File: src/rtl/vga_pkg.sv
// Shared 640x480@60 VGA timing constants and the lock-state encoding used by
// both the timing generator and the timing decoder.
package vga_pkg;

    localparam int WIDTH   = 640;
    localparam int H_FRONT = 16;
    localparam int H_SYNC  = 96;
    localparam int H_BACK  = 48;
    localparam int H_LINE  = WIDTH + H_FRONT + H_SYNC + H_BACK;

    localparam int HEIGHT  = 480;
    localparam int V_FRONT = 10;
    localparam int V_SYNC  = 2;
    localparam int V_BACK  = 33;
    localparam int V_LINE  = HEIGHT + V_FRONT + V_SYNC + V_BACK;

    typedef enum logic [1:0] {
        SEARCH  = 2'd0,
        MEASURE = 2'd1,
        LOCKED  = 2'd2
    } vga_state_e;

endpackage

File: src/rtl/vga_edge_detect.sv
// Registers one strobe twice (current and previous sample) and derives
// single-cycle rise/fall pulses from the two registered copies.
module vga_edge_detect (
    input  logic clk,
    input  logic rst_n,
    input  logic din,
    output logic level,
    output logic rise,
    output logic fall
);

    logic cur_q;
    logic cur_d;
    logic prev_q;
    logic prev_d;

    always_comb begin
        cur_d  = din;
        prev_d = cur_q;
    end

    always_ff @(posedge clk or negedge rst_n) begin
        if (!rst_n) begin
            cur_q  <= 1'b0;
            prev_q <= 1'b0;
        end else begin
            cur_q  <= cur_d;
            prev_q <= prev_d;
        end
    end

    assign level = cur_q;
    assign rise  = cur_q & ~prev_q;
    assign fall  = prev_q & ~cur_q;

endmodule

File: src/rtl/vga_timing_decoder.sv
// Receive-side VGA timing decoder: recovers pixel coordinates from hSync, vSync
// and the active strobe, measures line/frame totals and tracks lock to the mode.
module vga_timing_decoder
    import vga_pkg::*;
#(
    parameter int WIDTH  = vga_pkg::WIDTH,
    parameter int HEIGHT = vga_pkg::HEIGHT,
    parameter int H_LINE = vga_pkg::H_LINE,
    parameter int V_LINE = vga_pkg::V_LINE
) (
    input  logic       clk25,
    input  logic       reset_n,
    input  logic       hSync,
    input  logic       vSync,
    input  logic       activeIn,
    output logic       locked,
    output logic       pixelValid,
    output logic [9:0] x,
    output logic [8:0] y,
    output logic       frameStart,
    output logic       syncError,
    output logic [9:0] hTotal,
    output logic [9:0] vTotal,
    output logic [1:0] state_dbg
);

    if (WIDTH < 1 || WIDTH > 1023 || HEIGHT < 1 || HEIGHT > 511 ||
        H_LINE < 1 || H_LINE > 1023 || V_LINE < 1 || V_LINE > 1023) begin : g_bad_params
        $error("vga_timing_decoder: timing parameter outside counter range");
    end

    localparam logic [9:0]  H_LINE_C = 10'(H_LINE);
    localparam logic [9:0]  V_LINE_C = 10'(V_LINE);
    localparam logic [10:0] WIDTH_C  = 11'(WIDTH);

    logic       hs_fall;
    logic       vs_fall;
    logic       act_q;
    logic       act_rise;
    logic       act_fall;
    logic [1:0] unused_hs;
    logic [1:0] unused_vs;

    vga_edge_detect u_hs (
        .clk   (clk25),
        .rst_n (reset_n),
        .din   (hSync),
        .level (unused_hs[0]),
        .rise  (unused_hs[1]),
        .fall  (hs_fall)
    );

    vga_edge_detect u_vs (
        .clk   (clk25),
        .rst_n (reset_n),
        .din   (vSync),
        .level (unused_vs[0]),
        .rise  (unused_vs[1]),
        .fall  (vs_fall)
    );

    vga_edge_detect u_act (
        .clk   (clk25),
        .rst_n (reset_n),
        .din   (activeIn),
        .level (act_q),
        .rise  (act_rise),
        .fall  (act_fall)
    );

    vga_state_e state_q, state_d;
    logic       line_ok_q, line_ok_d;
    logic [9:0] h_cnt_q, h_cnt_d;
    logic [9:0] v_cnt_q, v_cnt_d;
    logic [9:0] h_total_q, h_total_d;
    logic [9:0] v_total_q, v_total_d;
    logic [9:0] x_q, x_d;
    logic [8:0] y_q, y_d;
    logic [8:0] y_line_q, y_line_d;
    logic       locked_q, locked_d;
    logic       pixel_valid_q, pixel_valid_d;
    logic       frame_start_q, frame_start_d;
    logic       sync_error_q, sync_error_d;

    logic [9:0] h_total_new;
    logic [9:0] v_total_new;
    logic       timeout;
    logic       line_bad;
    logic       frame_bad;
    logic       width_bad;

    always_comb begin
        h_cnt_d      = h_cnt_q;
        v_cnt_d      = v_cnt_q;
        h_total_d    = h_total_q;
        v_total_d    = v_total_q;
        x_d          = x_q;
        y_line_d     = y_line_q;
        state_d      = state_q;
        line_ok_d    = line_ok_q;
        sync_error_d = 1'b0;

        // A coincident hsFall belongs to the frame that the vsFall closes.
        h_total_new = h_cnt_q + 10'd1;
        v_total_new = v_cnt_q + {9'd0, hs_fall};
        timeout     = (h_cnt_q == 10'd1023);

        if (hs_fall) begin
            h_total_d = h_total_new;
            h_cnt_d   = 10'd0;
        end else if (!timeout) begin
            h_cnt_d = h_cnt_q + 10'd1;
        end

        if (vs_fall) begin
            v_total_d = v_total_new;
            v_cnt_d   = 10'd0;
        end else if (hs_fall && v_cnt_q != 10'd1023) begin
            v_cnt_d = v_cnt_q + 10'd1;
        end

        if (!act_q || act_rise) begin
            x_d = 10'd0;
        end else if (x_q != 10'd1023) begin
            x_d = x_q + 10'd1;
        end

        if (vs_fall) begin
            y_line_d = 9'd0;
        end else if (act_fall && y_line_q != 9'd511) begin
            y_line_d = y_line_q + 9'd1;
        end
        y_d = act_q ? y_line_q : 9'd0;

        line_bad  = hs_fall && (h_total_new != H_LINE_C);
        frame_bad = vs_fall && (v_total_new != V_LINE_C);
        width_bad = act_fall && (({1'b0, x_q} + 11'd1) != WIDTH_C);

        case (state_q)
            SEARCH: begin
                if (vs_fall) begin
                    state_d   = MEASURE;
                    line_ok_d = 1'b1;
                end
            end
            MEASURE: begin
                if (line_bad) begin
                    line_ok_d = 1'b0;
                end
                if (vs_fall) begin
                    if (line_ok_q && !line_bad && (v_total_new == V_LINE_C)) begin
                        state_d = LOCKED;
                    end
                    line_ok_d = 1'b1;
                end
            end
            LOCKED: begin
                // Any error outranks a coincident vsFall; relock restarts from SEARCH.
                if (line_bad || frame_bad || timeout || width_bad) begin
                    state_d      = SEARCH;
                    sync_error_d = 1'b1;
                end
            end
            default: state_d = SEARCH;
        endcase

        locked_d      = (state_d == LOCKED);
        pixel_valid_d = act_q & locked_d;
        frame_start_d = locked_d & act_rise & (y_line_q == 9'd0);
    end

    always_ff @(posedge clk25 or negedge reset_n) begin
        if (!reset_n) begin
            state_q       <= SEARCH;
            line_ok_q     <= 1'b0;
            h_cnt_q       <= 10'd0;
            v_cnt_q       <= 10'd0;
            h_total_q     <= 10'd0;
            v_total_q     <= 10'd0;
            x_q           <= 10'd0;
            y_q           <= 9'd0;
            y_line_q      <= 9'd0;
            locked_q      <= 1'b0;
            pixel_valid_q <= 1'b0;
            frame_start_q <= 1'b0;
            sync_error_q  <= 1'b0;
        end else begin
            state_q       <= state_d;
            line_ok_q     <= line_ok_d;
            h_cnt_q       <= h_cnt_d;
            v_cnt_q       <= v_cnt_d;
            h_total_q     <= h_total_d;
            v_total_q     <= v_total_d;
            x_q           <= x_d;
            y_q           <= y_d;
            y_line_q      <= y_line_d;
            locked_q      <= locked_d;
            pixel_valid_q <= pixel_valid_d;
            frame_start_q <= frame_start_d;
            sync_error_q  <= sync_error_d;
        end
    end

    assign locked     = locked_q;
    assign pixelValid = pixel_valid_q;
    assign x          = x_q;
    assign y          = y_q;
    assign frameStart = frame_start_q;
    assign syncError  = sync_error_q;
    assign hTotal     = h_total_q;
    assign vTotal     = v_total_q;
    assign state_dbg  = state_q;

endmodule

File: config.mk
export PLATFORM = sky130hd
export DESIGN_NAME = vga_timing_decoder
export DESIGN_NICKNAME = d
export VERILOG_FILES = /design/src/rtl/vga_pkg.sv /design/src/rtl/vga_edge_detect.sv /design/src/rtl/vga_timing_decoder.sv
export SDC_FILE = /design/constraint.sdc
export NUM_CORES = 1
export LEC_CHECK = 0
export ABC_CLOCK_PERIOD_IN_PS = 7100
export BUFFER_PORTS_ARGS = -buffer_cell sky130_fd_sc_hd__buf_2
export CAP_MARGIN = 20
export CORE_MARGIN = 2
export CORE_UTILIZATION = 30
export CTS_CLUSTER_SIZE = 8
export DETAILED_ROUTE_END_ITERATION = 10
export MAX_ROUTING_LAYER = met4
export PLACE_DENSITY = 0.46
export SYNTH_ARGS = -nofsm -noshare
export SYNTH_HDL_FRONTEND = slang
export SYNTH_SLANG_ARGS = --single-unit
export TNS_END_PERCENT = 1
File: constraint.sdc
create_clock -name clk25 -period 7.1 [get_ports clk25]
set_input_delay 1.42 -clock clk25 [delete_from_list [all_inputs] [get_ports clk25]]
set_output_delay 1.42 -clock clk25 [all_outputs]
set_load 0.01 [all_outputs]
==> results.yml, run 1 <==
run_status:
  status: "complete, no violations"
clock_tree:
  htree_levels: 3
  ctsLongestPathBuffers: 2
  clk_pin_slew_ns: 0.06
  ctsRootBufferMaster: "clkbuf_16"
  cts_tree: "built"
  postCtsSetupBuffers: 0
  cts-resized-gates: 0
  clk_latency_ns: 0.33
  cts_sinks: 81
  cts_hold_repair.buffers: 0
  cts_made_buffers: 9
synthesis:
  synth_cells: 372
  synthFlopType: "dfrtp_1"
  synth_edf_count: 0
  synthDistinctLibCells: 51
  synth_seq_cells: 81
  synth_compound_area_share_pct: 10.6
  synth_xor_area_share_pct: 8.44
  synth_seq_area_share_pct: 52.8
  yosysWarnings: 0
  synth-adder-area-share_pct: 2.61
  synth_top_family_by_area: "simple AND/OR/NAND/NOR gates"
  synthMuxAreaShare_pct: 1.30
  post_synth.cell_area_avg_um2: 10.3
  synthArstFlopShare_pct: 100
  synth_area_um2: 3840
  yosys.area_share.simple_pct: 21.6
  syn_nets: 385
place:
  dp_hpwl_um: 5730
  place_congestion: 0.863
  place_area_um2: 4230
  port_buffers: 49
detailed_routing:
  wl_met3_um: 399
  detail_route.wl_per_cell_um: 14.0
  top_layer_used: "met4"
  vias: 2810
  ant_nets: 0
  met1Wirelength_um: 3890
  viasPerCell: 4.71
  drc: 0
  wl_um: 8330
  firstDrtPassIters: 4
  met2_length_um: 3890
  drt_iter0_drc: 142
finish:
  final_area_um2: 4590
  antennaDiodeCount: 0
  nNetsFinal: 433
  drive_above_1_share_pct: 18.4
  syn2layout_area_growth_pct: 19.6
  finish.utilization_pct: 36.5
global_route:
  grt_usage_pct: 13.5
  first_global_vias: 2789
  grt_pass1_wl_um: 13900
  grt-ovfl-total: 0
  antenna_found_initial: 0
  grt_max_degree: 82
timing:
  finalSetupViolations: 0
  tightest_slew_ns: 0.829
  final_hold_viol_count: 0
  finalSetupTns_ns: 0
  timing.final.crit_share_pct: 45.2
  fin_crit_ns: 3.21
  slew_violations: 0
  grt_setup_unrepaired: "no"
  relSlewSlack_pct: 44.8
  timing.hold.ws_ns: 0.378
  fin_worst_skew_ns: 0.00714
  fmax_mhz: 312
power:
  peakVddDrop_v: 0.000114
  p_total_uw: 1160
  leakagePower_uw: 0.00212
  p_per_area_nw_per_um2: 253
flow_run:
  cap_violations: 0
floorplan:
  dieWidth_um: 117
  die_h_um: 117
  rows: 41
  die_area_um2: 13700
  start_util_pct: 30.5
  core_area_um2: 12600
  design.portCount: 50
worst_setup_path:
  critical_path_class: "flop to flop"
  critPathArrivalTime_ns: 3.45
  required_ns: 7.34
  crit_fanout: 24
  endpoint_kind: "flop"
  start_kind: "flop"
worst_hold_path:
  hold_path_class: "flop to flop"
==> worst max-delay path, cell delays in order (launching register included) <==
cell	delay (ns)
dfrtp_1	0.37
nand2b_2	0.37
inv_1	0.45
ha_1	0.33
ha_1	0.30
xnor2_1	0.12
or4_4	0.46
a211oi_2	0.23
nand4b_1	0.23
a211oi_1	0.25
==> cells in the final DEF, fill, tap and decap left out, types with 3 or more instances in the layout <==
| cell | n |
|---|---|
| a211oi_1 | 6 |
| a21oi_1 | 17 |
| and2_1 | 9 |
| and3_1 | 7 |
| and4_1 | 3 |
| buf_2 | 48 |
| bufinv_16 | 3 |
| clkbuf_16 | 9 |
| dfrtp_1 | 81 |
| ha_1 | 8 |
| inv_1 | 6 |
| mux2i_1 | 5 |
| nand2_1 | 45 |
| nand2b_1 | 5 |
| nand3_1 | 16 |
| nand4_1 | 10 |
| nor2_1 | 42 |
| nor3_1 | 5 |
| nor4_1 | 3 |
| o21ai_0 | 18 |
| xnor2_1 | 17 |
| xor2_1 | 20 |
==> report_power, final <==
group | leakage (uW) | switching [uW] | internal (uW) | total (uW)
clock | 0.000163 | 183 | 342 | 525
sequential | 0.00109 | 31.8 | 493 | 525
combinational | 0.000864 | 65.0 | 44.9 | 110
total | 0.00212 | 280 | 880 | 1160
==> layer usage <==
layer  track usage [%]  vias to the layer above
li1                  -                     1383
met1              17.8                     1360
met2              20.7                       58
met3              2.11                        9
met4              6.27                        0
met5                 -                        -
==> synth_stat cells (all sizes together) (2+ instances only) <==
cell type	n	area, um^2
inv	6	22.5
o31ai	2	15.0
nor3	5	25.0
a21oi	17	85.1
or4	2	18.8
nor2b	2	12.5
or2b	2	16.3
nand3	18	100
nand2	45	169
and3	8	51.3
xor2	20	175
ha	8	100
xnor2	17	149
buf	6	48.8
nand2b	7	48.8
dfrtp	81	2030
mux2i	5	50.1
a211oi	7	57.6
and4	3	26.3
nor2	42	158
nor4	4	40.0
o21ai	20	100
and2	9	56.3
nand4b	2	17.5
clkbuf	8	30.0
o31a	2	17.5
o21a	2	15.0
nand4	10	62.6
==> path summary, 6_finish.rpt <==
check | slack [ns] | start | to | cells past startpoint
max | 3.89 | u_hs.level$_DFF_PN0_ | pixelValid$_DFF_PN0_ | 9
min | 0.38 | u_hs.level$_DFF_PN0_ | u_hs.prev_q$_DFF_PN0_ | 0
max reg2reg | 3.89 | u_hs.level$_DFF_PN0_ | pixelValid$_DFF_PN0_ | 9
min reg2reg | 0.38 | u_hs.level$_DFF_PN0_ | u_hs.prev_q$_DFF_PN0_ | 0
max in group asynchronous | 5.47 | reset_n | y[7]$_DFF_PN0_ | 2
min in group asynchronous | 1.05 | reset_n | x[2]$_DFFE_PN0P_ | 1
==> flip-flops by register name (all words and copies together), names as in the netlist, 2 cells and up <==
name / cells
hTotal: 10
y_line_q: 9
v_cnt_q: 10
y: 9
vTotal: 10
state_dbg: 2
h_cnt_q: 10
x: 10
==> cell type report <==
type                    instances  area [um^2]
well taps                     172          215
inverters                       6         22.5
clock inverters                 5          104
clock buffers                  10          229
multi-input cells             271         1710
flip-flops and latches         81         2030
fillers                      1268         7980
repair buffers                 51          283
==> logic make-up after synthesis <==
| logic type | count (synthesis) |
|---|---|
| AOI/OAI and AO/OA | 59 |
| xor gates and xnor gates | 37 |
| adders and majority gates | 8 |
| buffers and inverters | 20 |
| DFF | 81 |
| muxes | 5 |
| and+or+nand+nor | 162 |
==> metrics by stage <==
step	instances	setup slack, ns
floorplan	372	4.36
global placement	580	3.93
detailed placement	580	3.91
CTS	595	3.88
global route	596	3.56
finish	596	3.89
Power figures use the tool's default switching activity.
==> run 2, diff against run 1 <==
- ABC_CLOCK_PERIOD_IN_PS: 7100 -> 2740
- PLACE_DENSITY: 0.46 -> 0.48
- clock period: 7.1 -> 2.74 ns (I/O delays scaled with it)
==> results.yml, run 2 (same netlist as run 1, synthesis figures left out) <==
floorplan:
  rows: 41
  design.portCount: 50
  die_h_um: 117
  dieWidth_um: 117
  core_area_um2: 12600
  die_area_um2: 13700
  start_util_pct: 30.5
clock_tree:
  cts_made_buffers: 9
  clk_pin_slew_ns: 0.06
  cts_sinks: 81
  htree_levels: 3
  ctsRootBufferMaster: "clkbuf_16"
  clk_latency_ns: 0.34
  cts_hold_repair.buffers: 0
  ctsLongestPathBuffers: 2
  cts_tree: "built"
  postCtsSetupBuffers: 0
worst_setup_path:
  crit_fanout: 5
  critPathArrivalTime_ns: 2.78
  endpoint_kind: "flop"
  required_ns: 2.98
  start_kind: "flop"
  cp_top_family: "simple AND/OR/NAND/NOR gates"
  slowest_delay_ns: 0.54
  critical_path_class: "flop to flop"
  slowest_stage: "or4_4"
  critPathBufInv: 1
  crit_path_cell_trace: "nand2b_2 > inv_1 > ha_1 > ha_2 > or4_4 > a211oi_2 > nand4b_1 > a211oi_1"
detailed_routing:
  drc: 0
  wl_um: 8410
  vias: 2846
  ant_nets: 0
  viasPerCell: 4.72
  detail_route.wl_per_cell_um: 13.9
  firstDrtPassIters: 4
  drt_iter0_drc: 159
timing:
  final_hold_viol_count: 0
  timing.final.crit_share_pct: 92.5
  finalSetupViolations: 0
  timing.hold.ws_ns: 0.167
  relSlewSlack_pct: 46.8
  slew_violations: 0
  fin_worst_skew_ns: 0.00819
  tightest_slew_ns: 0.799
  fin_crit_ns: 2.53
  finalSetupTns_ns: 0
  fmax_mhz: 395
  grt_setup_unrepaired: "no"
global_route:
  antenna_found_initial: 0
  grt_pass1_wl_um: 14000
  first_global_vias: 2738
  grt_max_degree: 37
  grt_usage_pct: 13.8
  grt-ovfl-total: 0
place:
  dp_hpwl_um: 5920
  place_congestion: 0.810
  port_buffers: 49
  place_area_um2: 4280
finish:
  final_area_um2: 4570
  antennaDiodeCount: 0
  fillers: 1275
  syn2layout_area_growth_pct: 19.2
  layout_commonest_cell: "dfrtp_1"
  nNetsFinal: 439
  final_cell_mix: "81 x dfrtp_1, 48 x buf_2, 45 x nand2_1, 42 x nor2_1, 20 x xor2_1"
  drive_above_1_share_pct: 20.2
worst_hold_path:
  hold_path_class: "input pin to async pin"
power:
  leakagePower_uw: 0.00211
  peakVddDrop_v: 0.000319
  p_per_area_nw_per_um2: 612
run_status:
  status: "complete, no violations"
flow_run:
  cap_violations: 0
-- run 2: cell types whose count changed in the layout (fill, tap and decap cells not counted), sizes merged --
cell      delta
clkinvlp     +2
inv          +2
bufinv       -3
buf          +6
-- run 2: per-layer routing --
layer | wire length [um] | share of wire [%] | vias up | track usage (%)
met3 | 250 | 3.0 | 11 | 2.63
met4 | 200 | 2.4 | 0 | 6.59
met2 | 3830 | 46 | 48 | 21.2
li1 | - | - | 1397 | -
met5 | 0 | 0 | - | -
met1 | 4130 | 49 | 1390 | 17.7
-- run 2: final timing paths --
path	start	to	slack, ns	cells past startpoint
worst max-delay path	u_hs.level$_DFF_PN0_	frameStart$_DFF_PN0_	0.21	8
worst min-delay path	reset_n	v_cnt_q[2]$_DFFE_PN0P_	0.17	1
worst max register to register	u_hs.level$_DFF_PN0_	frameStart$_DFF_PN0_	0.21	8
worst min register to register	u_hs.level$_DFF_PN0_	u_hs.prev_q$_DFF_PN0_	0.37	0
max in group asynchronous	reset_n	x[9]$_DFFE_PN0P_	1.87	2
min in group clk25	activeIn	u_act.level$_DFF_PN0_	0.32	1
-- run 2: repair_timing --
action / CTS / global route
hold endpoints to repair: 0 / 0
resized for setup: 0 / 1
endpoints found under the setup margin: 0 / 2
-- run 2: power breakdown --
part           total (uW)  switching, uW  leakage, uW  internal, uW
sequential           1360           78.2      0.00109          1280
combinational         289            170     0.000882           119
clock                1160            506     0.000136           650
total                2800            754      0.00211          2050
-- run 2: through the flow --
stage                     std cells  setup slack (ns)  power, uW  util [%]
after floorplan                 372             0.136       1550         -
after global placement          587             0.316       1670      34.1
after detailed placement        587             0.194       1670      34.1
after CTS                       603             0.162       2840      36.4
after global routing            603            0.0222       2950      36.4
final                           603             0.206       2800      36.4
-- run 2: area by class of cell --
type	instances	area, um^2	area share [%]
Multi-Input combinational cell	271	1710	37.4
Sequential cell	81	2030	44.3
Inverter	6	22.5	0.492
Clock inverter	6	50.0	1.09
Timing Repair Buffer	57	308	6.73
Clock buffer	10	239	5.22
Tap cell	172	215	4.70
-- run 2: worst reg2reg max path, cell delays in order, from the launching register on --
cell	delay, ns
dfrtp_1	0.37
nand2b_2	0.18
inv_1	0.07
ha_1	0.23
ha_2	0.31
or4_4	0.54
a211oi_2	0.24
nand4b_1	0.23
a211oi_1	0.26
==> run 3, diff against run 2 <==
- BUFFER_PORTS_ARGS: -buffer_cell sky130_fd_sc_hd__buf_2 -> -buffer_cell sky130_fd_sc_hd__buf_4
==> results.yml, run 3 (same netlist as run 1, synthesis figures left out) <==
run_status:
  status: "complete, no violations"
detailed_routing:
  ant_nets: 0
  detail_route.wl_per_cell_um: 14.1
  viasPerCell: 4.64
  vias: 2786
  drc: 0
  wl_um: 8450
  firstDrtPassIters: 4
  drt_iter0_drc: 174
worst_setup_path:
  r2r-start: "u_hs.level$_DFF_PN0_"
  rrSetupSlack_ns: 0.18
  r2r-end: "frameStart$_DFF_PN0_"
  critPathBufInv: 1
  crit_fanout: 5
  endpoint_kind: "flop"
  start_kind: "flop"
  required_ns: 2.98
  crit_path_cell_trace: "nand2b_2 > inv_1 > ha_1 > ha_2 > or4_4 > a211oi_2 > nand4b_1 > a211oi_1"
  critPathArrivalTime_ns: 2.81
  slowest_stage: "or4_4"
  worst_r2r_path_depth: 8
  critical_path_class: "flop to flop"
  cp_top_family: "simple AND/OR/NAND/NOR gates"
  slowest_delay_ns: 0.55
finish:
  finish.utilization_pct: 37.5
  antennaDiodeCount: 0
  layout_commonest_cell: "dfrtp_1"
  final_cell_mix: "81 x dfrtp_1, 54 x buf_4, 45 x nand2_1, 42 x nor2_1, 20 x xor2_1"
  layout.cells.non_filler: 601
  drive_above_1_share_pct: 19.8
  syn2layout_area_growth_pct: 22.7
  nNetsFinal: 437
clock_tree:
  cts_sinks: 81
  cts_made_buffers: 9
  postCtsSetupBuffers: 0
  htree_levels: 3
  cts_tree: "built"
  clk_pin_slew_ns: 0.06
  ctsLongestPathBuffers: 2
  ctsRootBufferMaster: "clkbuf_16"
  clk_latency_ns: 0.33
place:
  dp_hpwl_um: 5930
  port_buffers: 49
  place_congestion: 0.789
  dp.cells: 585
timing:
  finalSetupViolations: 0
  tightest_slew_ns: 0.802
  relSlewSlack_pct: 46.6
  fin_worst_skew_ns: 0.00531
  slew_violations: 0
  finalSetupTns_ns: 0
  final_hold_viol_count: 0
  fin_crit_ns: 2.56
  grt_setup_unrepaired: "no"
  fmax_mhz: 390
  timing.hold.ws_ns: 0.178
  timing.final.crit_share_pct: 93.5
power:
  p_per_area_nw_per_um2: 614
  p_total_uw: 2890
  peakVddDrop_v: 0.000269
  leakagePower_uw: 0.00212
global_route:
  antenna_found_initial: 0
  grt_usage_pct: 13.8
  grt-ovfl-total: 0
  grt_max_degree: 46
  first_global_vias: 2730
  grt_pass1_wl_um: 14100
floorplan:
  dieWidth_um: 117
  design.portCount: 50
  core_area_um2: 12600
  die_h_um: 117
  rows: 41
  start_util_pct: 30.5
  die_area_um2: 13700
worst_hold_path:
  hold_path_class: "input pin to async pin"
flow_run:
  cap_violations: 0
-- run 3: routing by layer --
layer / global-route usage, % / part of all wire, % / up-vias
met4: 5.96 / 1.4 / 0
met1: 18.2 / 49 / 1339
met5: - / 0 / -
li1: - / - / 1400
met3: 2.68 / 2.7 / 6
met2: 20.9 / 47 / 41
-- run 3: repair_timing --
| item | CTS | global route |
|---|---|---|
| gates resized for setup | 0 | 1 |
| hold endpoints to repair | 0 | 0 |
| setup endpoints to repair | 0 | 2 |
| hold buffers | 0 | 0 |
-- run 3: final cells by class --
cell class / instances / area [um^2]
multi-input cells: 271 / 1710
inverters: 6 / 22.5
clock buffers: 10 / 239
repair buffers: 55 / 425
clock inverters: 6 / 66.3
well taps: 172 / 215
flip-flops and latches: 81 / 2030
fillers: 1272 / 7860
-- run 3: how the worst max path moves through the flow --
stage / startpoint / end / slack [ns] / cells past startpoint
detailed placement: u_hs.level$_DFF_PN0_ / frameStart$_DFF_PN0_ / 0.19 / 9
CTS: u_hs.level$_DFF_PN0_ / frameStart$_DFF_PN0_ / 0.18 / 9
global route: u_hs.level$_DFF_PN0_ / pixelValid$_DFF_PN0_ / 0.004 / 9
global placement: u_hs.level$_DFF_PN0_ / pixelValid$_DFF_PN0_ / 0.31 / 9
floorplan: u_hs.level$_DFF_PN0_ / frameStart$_DFF_PN0_ / 0.14 / 9
finish: u_hs.level$_DFF_PN0_ / frameStart$_DFF_PN0_ / 0.18 / 8
-- run 3: stage by stage --
| stage | worst slack, ns | area (um^2) |
|---|---|---|
| after CTS | 0.177 | 4710 |
| final | 0.178 | 4710 |
| after global routing | 0.00387 | 4710 |
| after detailed placement | 0.189 | 4400 |
| after floorplan | 0.136 | 3840 |
| after global placement | 0.308 | 4400 |
-- run 3: worst register-to-register path, cell delays in order (launching register included) --
cell      delay (ns)
dfrtp_1         0.38
nand2b_2        0.18
inv_1           0.07
ha_1            0.23
ha_2            0.31
or4_4           0.55
a211oi_2        0.24
nand4b_1        0.26
a211oi_1        0.26
-- run 3: power breakdown --
part	switching (uW)	internal, uW
clock	487	734
combinational	171	141
sequential	80.1	1280
total	738	2150
